## src/rtl/mem_port_arbiter.sv

```systemverilog
// mem_port_arbiter: shares one instruction/data memory between the fetch
// port and the MEM-stage data port. One access at a time, held on mem_en for
// WAIT_CYC cycles, then acknowledged to the port that won it. Data wins by
// default; a starvation counter forces a fetch win after STARVE_MAX
// consecutive fetch losses.
// Optional feature: define MEM_ARB_PERF_EN to add the per-port stall counters
// perf_if_stall / perf_d_stall.
module mem_port_arbiter #(
  parameter int AW         = 10,
  parameter int DW         = 32,
  parameter int WAIT_CYC   = 1,
  parameter int STARVE_MAX = 4
) (
  input  logic          clk,
  input  logic          rst_n,
  input  logic          arb_hold,
  input  logic          if_req,
  input  logic [AW-1:0] if_addr,
  output logic          if_gnt,
  output logic          if_ack,
  output logic [DW-1:0] if_rdata,
  input  logic          d_req,
  input  logic          d_we,
  input  logic [AW-1:0] d_addr,
  input  logic [DW-1:0] d_wdata,
  output logic          d_gnt,
  output logic          d_ack,
  output logic [DW-1:0] d_rdata,
  output logic          mem_en,
  output logic          mem_we,
  output logic [AW-1:0] mem_addr,
  output logic [DW-1:0] mem_wdata,
  input  logic [DW-1:0] mem_rdata
`ifdef MEM_ARB_PERF_EN
  ,
  output logic [15:0]   perf_if_stall,
  output logic [15:0]   perf_d_stall
`endif
);

  typedef enum logic [1:0] {IDLE, ACCESS, DONE} state_t;
  typedef enum logic {OWN_IF, OWN_D} owner_t;

  // Both limits fit in 4 bits (legal range 1..15).
  localparam logic [3:0] WAIT_INIT  = 4'(WAIT_CYC - 1);
  localparam logic [3:0] STARVE_LIM = 4'(STARVE_MAX);

  state_t        state_q, state_d;
  owner_t        owner_q, owner_d;
  logic [3:0]    wait_cnt, wait_d;
  logic [3:0]    starve_cnt, starve_d;

  logic          if_gnt_d, d_gnt_d, if_ack_d, d_ack_d;
  logic [DW-1:0] if_rdata_d, d_rdata_d;
  logic          mem_en_d, mem_we_d;
  logic [AW-1:0] mem_addr_d;
  logic [DW-1:0] mem_wdata_d;

  logic          grant_any;
  logic          pick_if;

  // Winner selection: data by default, fetch when it has lost too often.
  always_comb begin
    grant_any = !arb_hold && (if_req || d_req);
    pick_if   = if_req && (!d_req || (starve_cnt == STARVE_LIM));
  end

  // Next-state and next-output logic; every output is registered below.
  always_comb begin
    // NOTE: every variable gets a default first so no path leaves it
    // unassigned, which would otherwise infer a latch.
    state_d     = state_q;
    owner_d     = owner_q;
    wait_d      = wait_cnt;
    starve_d    = starve_cnt;
    if_gnt_d    = 1'b0;
    d_gnt_d     = 1'b0;
    if_ack_d    = 1'b0;
    d_ack_d     = 1'b0;
    if_rdata_d  = if_rdata;
    d_rdata_d   = d_rdata;
    mem_en_d    = mem_en;
    mem_we_d    = mem_we;
    mem_addr_d  = mem_addr;
    mem_wdata_d = mem_wdata;

    unique case (state_q)
      IDLE, DONE: begin
        state_d  = IDLE;
        mem_en_d = 1'b0;
        mem_we_d = 1'b0;
        if (grant_any) begin
          state_d  = ACCESS;
          mem_en_d = 1'b1;
          wait_d   = WAIT_INIT;
          if (pick_if) begin
            owner_d    = OWN_IF;
            if_gnt_d   = 1'b1;
            mem_we_d   = 1'b0;
            mem_addr_d = if_addr;
            starve_d   = '0;
          end else begin
            owner_d     = OWN_D;
            d_gnt_d     = 1'b1;
            mem_we_d    = d_we;
            mem_addr_d  = d_addr;
            mem_wdata_d = d_wdata;
            // Fetch was also waiting and lost this round.
            if (if_req && (starve_cnt != STARVE_LIM)) begin
              starve_d = starve_cnt + 4'd1;
            end
          end
        end
      end

      ACCESS: begin
        if (wait_cnt == 4'd0) begin
          state_d  = DONE;
          mem_en_d = 1'b0;
          mem_we_d = 1'b0;
          if (owner_q == OWN_IF) begin
            if_ack_d   = 1'b1;
            if_rdata_d = mem_rdata;
          end else begin
            d_ack_d = 1'b1;
            if (!mem_we) begin
              d_rdata_d = mem_rdata;
            end
          end
        end else begin
          wait_d = wait_cnt - 4'd1;
        end
      end

      default: state_d = IDLE;
    endcase
  end

  // State and output registers with synchronous active-low reset.
  always_ff @(posedge clk) begin
    // NOTE: sequential state uses non-blocking assignments so every register
    // samples the pre-edge values, independent of statement order.
    if (!rst_n) begin
      state_q    <= IDLE;
      owner_q    <= OWN_IF;
      wait_cnt   <= '0;
      starve_cnt <= '0;
      if_gnt     <= 1'b0;
      d_gnt      <= 1'b0;
      if_ack     <= 1'b0;
      d_ack      <= 1'b0;
      if_rdata   <= '0;
      d_rdata    <= '0;
      mem_en     <= 1'b0;
      mem_we     <= 1'b0;
      mem_addr   <= '0;
      mem_wdata  <= '0;
    end else begin
      state_q    <= state_d;
      owner_q    <= owner_d;
      wait_cnt   <= wait_d;
      starve_cnt <= starve_d;
      if_gnt     <= if_gnt_d;
      d_gnt      <= d_gnt_d;
      if_ack     <= if_ack_d;
      d_ack      <= d_ack_d;
      if_rdata   <= if_rdata_d;
      d_rdata    <= d_rdata_d;
      mem_en     <= mem_en_d;
      mem_we     <= mem_we_d;
      mem_addr   <= mem_addr_d;
      mem_wdata  <= mem_wdata_d;
    end
  end

`ifdef MEM_ARB_PERF_EN
  // Saturating count of cycles each port requested without being granted.
  always_ff @(posedge clk) begin
    if (!rst_n) begin
      perf_if_stall <= '0;
      perf_d_stall  <= '0;
    end else begin
      if (if_req && !if_gnt && (perf_if_stall != 16'hFFFF)) begin
        perf_if_stall <= perf_if_stall + 16'd1;
      end
      if (d_req && !d_gnt && (perf_d_stall != 16'hFFFF)) begin
        perf_d_stall <= perf_d_stall + 16'd1;
      end
    end
  end
`endif

endmodule

```

## config.mk

```make
export PLATFORM = sky130hd
export DESIGN_NAME = mem_port_arbiter
export DESIGN_NICKNAME = d
export VERILOG_FILES = /design/src/rtl/mem_port_arbiter.sv
export SDC_FILE = /design/constraint.sdc
export NUM_CORES = 1
export LEC_CHECK = 0
export ABC_AREA = 1
export CAP_MARGIN = 20
export CORE_MARGIN = 3
export CORE_UTILIZATION = 40
export DETAILED_ROUTE_END_ITERATION = 10
export GPL_ROUTABILITY_DRIVEN = 0
export PLACE_DENSITY = 0.85
export SLEW_MARGIN = 20
export SYNTH_ARGS = -nofsm -noshare
export SYNTH_HDL_FRONTEND = slang
export SYNTH_SLANG_ARGS = --single-unit
```

## constraint.sdc

```tcl
create_clock -name clk -period 2.4 [get_ports clk]
set_input_delay 0.24 -clock clk [delete_from_list [all_inputs] [get_ports clk]]
set_output_delay 0.24 -clock clk [all_outputs]
set_load 0.01 [all_outputs]
```

# [Word-level counts from Yosys, hierarchy flattened]
# Cells that the tools add are included.
[totals] register_bits=123 wordCells=66 inputBits=90
[classes] eq_ne=7 muxes=19 add_sub_neg=2 reduce_logical=21 n_bitwise=3
[op_table] op="$reduce_and 3->1" count=6
[op_table] op="$mux 4" count=4
[op_table] op="$mux 10" count=1
[op_table] op="$mux 1" count=9
[op_table] op="$pmux 4 s2" count=1
[op_table] op="$ne 2x2->1 const B" count=3
[op_table] op="$add 4x1->4 const B" count=1
[op_table] op="$eq 4x3->1 const B" count=1
[op_table] op="$logic_not 4->1" count=1
[op_table] op="$ne 4x3->1 const B" count=1
[op_table] op="$pmux 1 s2" count=2
[op_table] op="$pmux 2 s2" count=1
[op_table] op="$reduce_and 2->1" count=2
[op_table] op="$reduce_and 4->1" count=1
[op_table] op="$reduce_bool 2->1" count=2
[op_table] op="$sub 4x1->4 const B" count=1
[op_table] op="$logic_and 1x1->1" count=3
[op_table] op="$not 1->1" count=3
[op_table] op="$eq 2x1->1 const B" count=1
[op_table] op="$eq 2x2->1 const B" count=1
[op_table] op="$logic_not 1->1" count=2
[op_table] op="$logic_not 2->1" count=1
[op_table] op="$logic_or 1x1->1" count=2
[op_table] op="$mux 2" count=1
[op_table] op="$reduce_or 2->1" count=1

# [Longest topological paths before layout]
[logic_depth] depth_word=6 depth_mapped=10 depth_no_buf=9

# [Worst setup path before layout]
# OpenSTA, ideal clock, no wires.
[synth_path] path_type="reg-to-reg" start="reg starve_cnt[0]" end="reg mem_wdata[10]" stages_incl_launch_ff=10 arrival_ns=1.262 slack_ns=1.022 period_less_slack_ns=1.378 required_time_ns=2.284 cell_sequence="dfxtp_1 inv_1 ha_1 nand3_1 nand2_1 nand2_2 nand2_4 clkbuf_1 o21ai_0 nor2_1"
[synth_via] elab_chain_len=5
[synth_lines] item="start, declared" line_no="51" rtl="logic [3:0] starve_cnt, starve_d;"
[synth_lines] item="start signal, assigned" line_no="162" rtl="starve_cnt <= starve_d;"
[synth_lines] item="$eq 4x3->1" line_no="65" rtl="pick_if = if_req && (!d_req || (starve_cnt == STARVE_LIM));"
[synth_lines] item="$logic_or 1x1->1" line_no="65"
[synth_lines] item="$logic_and 1x1->1" line_no="65"
[synth_lines] item="$not 1->1 (no source line)"
[synth_lines] item="$reduce_and 3->1 (no source line)"
[synth_lines] item="end signal, assigned" line_no="172" rtl="mem_wdata <= mem_wdata_d;"
[synth_lines] item="end, declared" line_no="32" rtl="output logic [DW-1:0] mem_wdata,"
# Every way passes these cells.
# A chain may end at the register's enable or synchronous reset.

# [Final worst setup path]
[layout_path] start="reg starve_cnt[0]" end="reg mem_wdata[6]"
# Same word-level chain as after synthesis.

==> impl_results.md <==
- Nets@finish: 867
- Compound-cell area share of the yosys netlist: 13.54%
- Routed Antenna Nets: 0
- Post-synthesis async set-or-reset flop share: 0%
- Number of port buffers: 201
- Hold-fix buffers, CTS: 0
- Synth Area in Simple Gates: 24.59%
- Die height: 112.4 µm
- Critical Path Sink Type: flip-flop
- Initial antenna violation count: 0
- Max clock buf depth: 2
- Post-synthesis adder-cell area fraction: 1.105%
- Vias: 4,616
- Setup repair bufs after CTS: 0
- WP data required: 2.75 ns
- Worst hold-check path type: in -> reg
- Share of cells above drive strength 1: 6.870%
- Synth unique cells: 26
- Initial Utilization: 41.41%
- Clock sink count: 123
- FILL cells: 883
- Skew final: 0.01328 ns
- # setup viols final: 0
- Post-synthesis mux area share: 0%
- Syn Nets: 675
- Antenna diodes: 0
- Yosys warns: 0
- Die area: 0.01263 mm²
- Synthesized area: 0.004528 mm²
- Max Fclk: 530.7 MHz
- Commonest non-fill, non-tap cell in the layout: nor2_1
- Hold Violations, Final: 0
- Synth Instances: 581
- RSZ-0062 raised after global routing: no
- GR Overflow Total: 0
- Root Buffer: clkbuf_16
- Post-DP HPWL: 9.312 mm
- Iteration-0 DRC Markers: 380
- Vias per std cell: 4.985
- Worst-margin pin slew: 0.6011 ns
- Power Density: 814.6 mW/mm²
- GRT Util Overall: 21.09%
- TritonCTS clock tree: yes
- Total I/O pin count: 202
- Core Box Area: 0.01094 mm²
- Area Growth Syn to Fin: 59.19%
- Most frequent cells in the layout: nor2_1 (209), clkdlybuf4s50_1 (200), dfxtp_1 (123)
- Crit path from: starve_cnt[0]
- Min Hold Slack: 0.3016 ns
- CP arrival: 2.24 ns
- Max VDD drop: 0.4189 mV
- CP max FO: 32
- Synth Area in XOR/XNOR: 0.3868%
- Clk_lat worst skew: 0.42 ns
- Clock transition at path regs: 0.06 ns
- Startpoint types: flip-flop
- Seq/Total Area, Yosys: 54.38%
- Slew Viols, Final: 0
- Die Wd: 112.4 µm
- Number of max-cap violations: 0
- Post-CTS sizing: 0
- Post-synthesis register bit count: 123
- Final WL: 13.16 mm
- First-pass GRT wire length: 21.58 mm
- R2r startpoint: starve_cnt[0]
- Relative slew slack: 59.87%
- Outcome: completed
- Worst Reg-to-Reg Cells: 9
- Crit share post-route: 78.52%
- Synth Area per Inst: 7.794 µm²
- Worst Setup Path Type: reg -> reg
- End of the worst register-to-register path: mem_wdata[6]
- Crit path time final: 1.884 ns
- Row cnt: 38
- Routed WL per cell: 14.21 µm
- Setup TNS: 0 ns
- Ys flop type: dfxtp_1
- R2R Setup Slk: 0.52 ns
- Crit path to: mem_wdata[6]
- Largest family of logic cells by synthesized area: simple AND/OR/NAND/NOR gates
- Largest net degree at the start of global routing: 63
- Remaining DRCs: 0
- Number of global-route vias before repair: 4,590
- Post-synth EDFFs: 0
- Leak Pwr: 2.789 nW
- H-tree depth: 4
- Drt pass-1 iters: 7
- Cts bufs inserted: 17
- Total Power: 5.872 mW
cell families after synthesis:
| kind of cell | Yosys count |
|---|---|
| AO/OA/AOI/OAI | 120 |
| XOR/XNOR | 2 |
| adder cells (fa/ha/maj) | 4 |
| buffers and inverters | 54 |
| flip-flops | 123 |
| AND/OR/NAND/NOR | 278 |
cells in the mapped netlist (3+ instances only):
cell / number / area, µm²
buf_6: 6 / 67.56
buf_4: 3 / 22.52
o21ai_0: 105 / 525.5
nand2_2: 4 / 25.02
dfxtp_1: 123 / 2462
buf_2: 4 / 20.02
inv_1: 14 / 52.55
nand3_1: 21 / 105.1
nand2_1: 38 / 142.6
ha_1: 4 / 50.05
a21oi_1: 4 / 20.02
clkbuf_2: 5 / 25.02
clkbuf_1: 16 / 60.06
nor2_1: 209 / 784.5
a31oi_1: 9 / 56.30
inv_2: 4 / 15.01
flip-flops by register name (all words and copies together), names as in the netlist:
register,flops
mem_en,1
if_gnt,1
mem_wdata,32
mem_addr,10
wait_cnt,4
if_rdata,32
starve_cnt,4
d_rdata,32
d_gnt,1
owner_q,1
d_ack,1
if_ack,1
mem_we,1
state_q,2
how the worst min path moves through the flow:
stage	from	end	slack, ns	depth (start not counted)
finish	rst_n	d_ack	0.30	3
global route	rst_n	wait_cnt[3]	0.32	3
CTS	rst_n	wait_cnt[3]	0.28	3
detailed placement	owner_q	d_ack	0.45	2
global placement	mem_addr[9]	mem_addr[9]	0.45	2
floorplan	d_we	mem_we	0.34	2
where the power goes:
| group | total, mW | switching (mW) | internal (mW) |
|---|---|---|---|
| clock network | 2.73 | 0.935 | 1.80 |
| logic | 0.870 | 0.407 | 0.463 |
| registers | 2.27 | 0.0818 | 2.19 |
critical path, stage by stage, from the launching register on:
cell	delay, ns
dfxtp_1	0.38
inv_1	0.08
ha_1	0.19
nand3_1	0.09
nand2_1	0.08
nand2_2	0.23
nand2_4	0.13
inv_2	0.42
nor2_1	0.09
nor2_1	0.12
metal layers:
layer  up-vias  wire length (µm)  share of wire [%]  global-route usage [%]
li1       2259                 -                  -                       -
met1      2088              5429                 41                   25.03
met2       240              6134                 47                   34.45
met3        29              1282                9.7                   8.302
met4         0               317                2.4                   8.173
met5         -                 0                  0                       0
area by class of cell:
class | count | area (µm²) | share of cell area, %
inverters | 19 | 72.57 | 1.007
multi-input cells | 404 | 1794 | 24.89
flip-flops and latches | 123 | 2462 | 34.16
clock inverters | 13 | 191.4 | 2.656
well taps | 140 | 175.2 | 2.430
repair buffers | 208 | 2059 | 28.57
clock buffers | 19 | 452.9 | 6.284
through the flow:
stage,cell area (µm²),setup WS [ns],instances,utilization [%]
global placement,6564,0.5325,894,60.02
CTS,7208,0.5035,926,65.92
finish,7208,0.5156,926,65.92
floorplan,4528,1.022,581,-
global route,7208,0.2744,926,65.92
detailed placement,6564,0.4571,894,60.02
(Power assumes the default switching activity.)
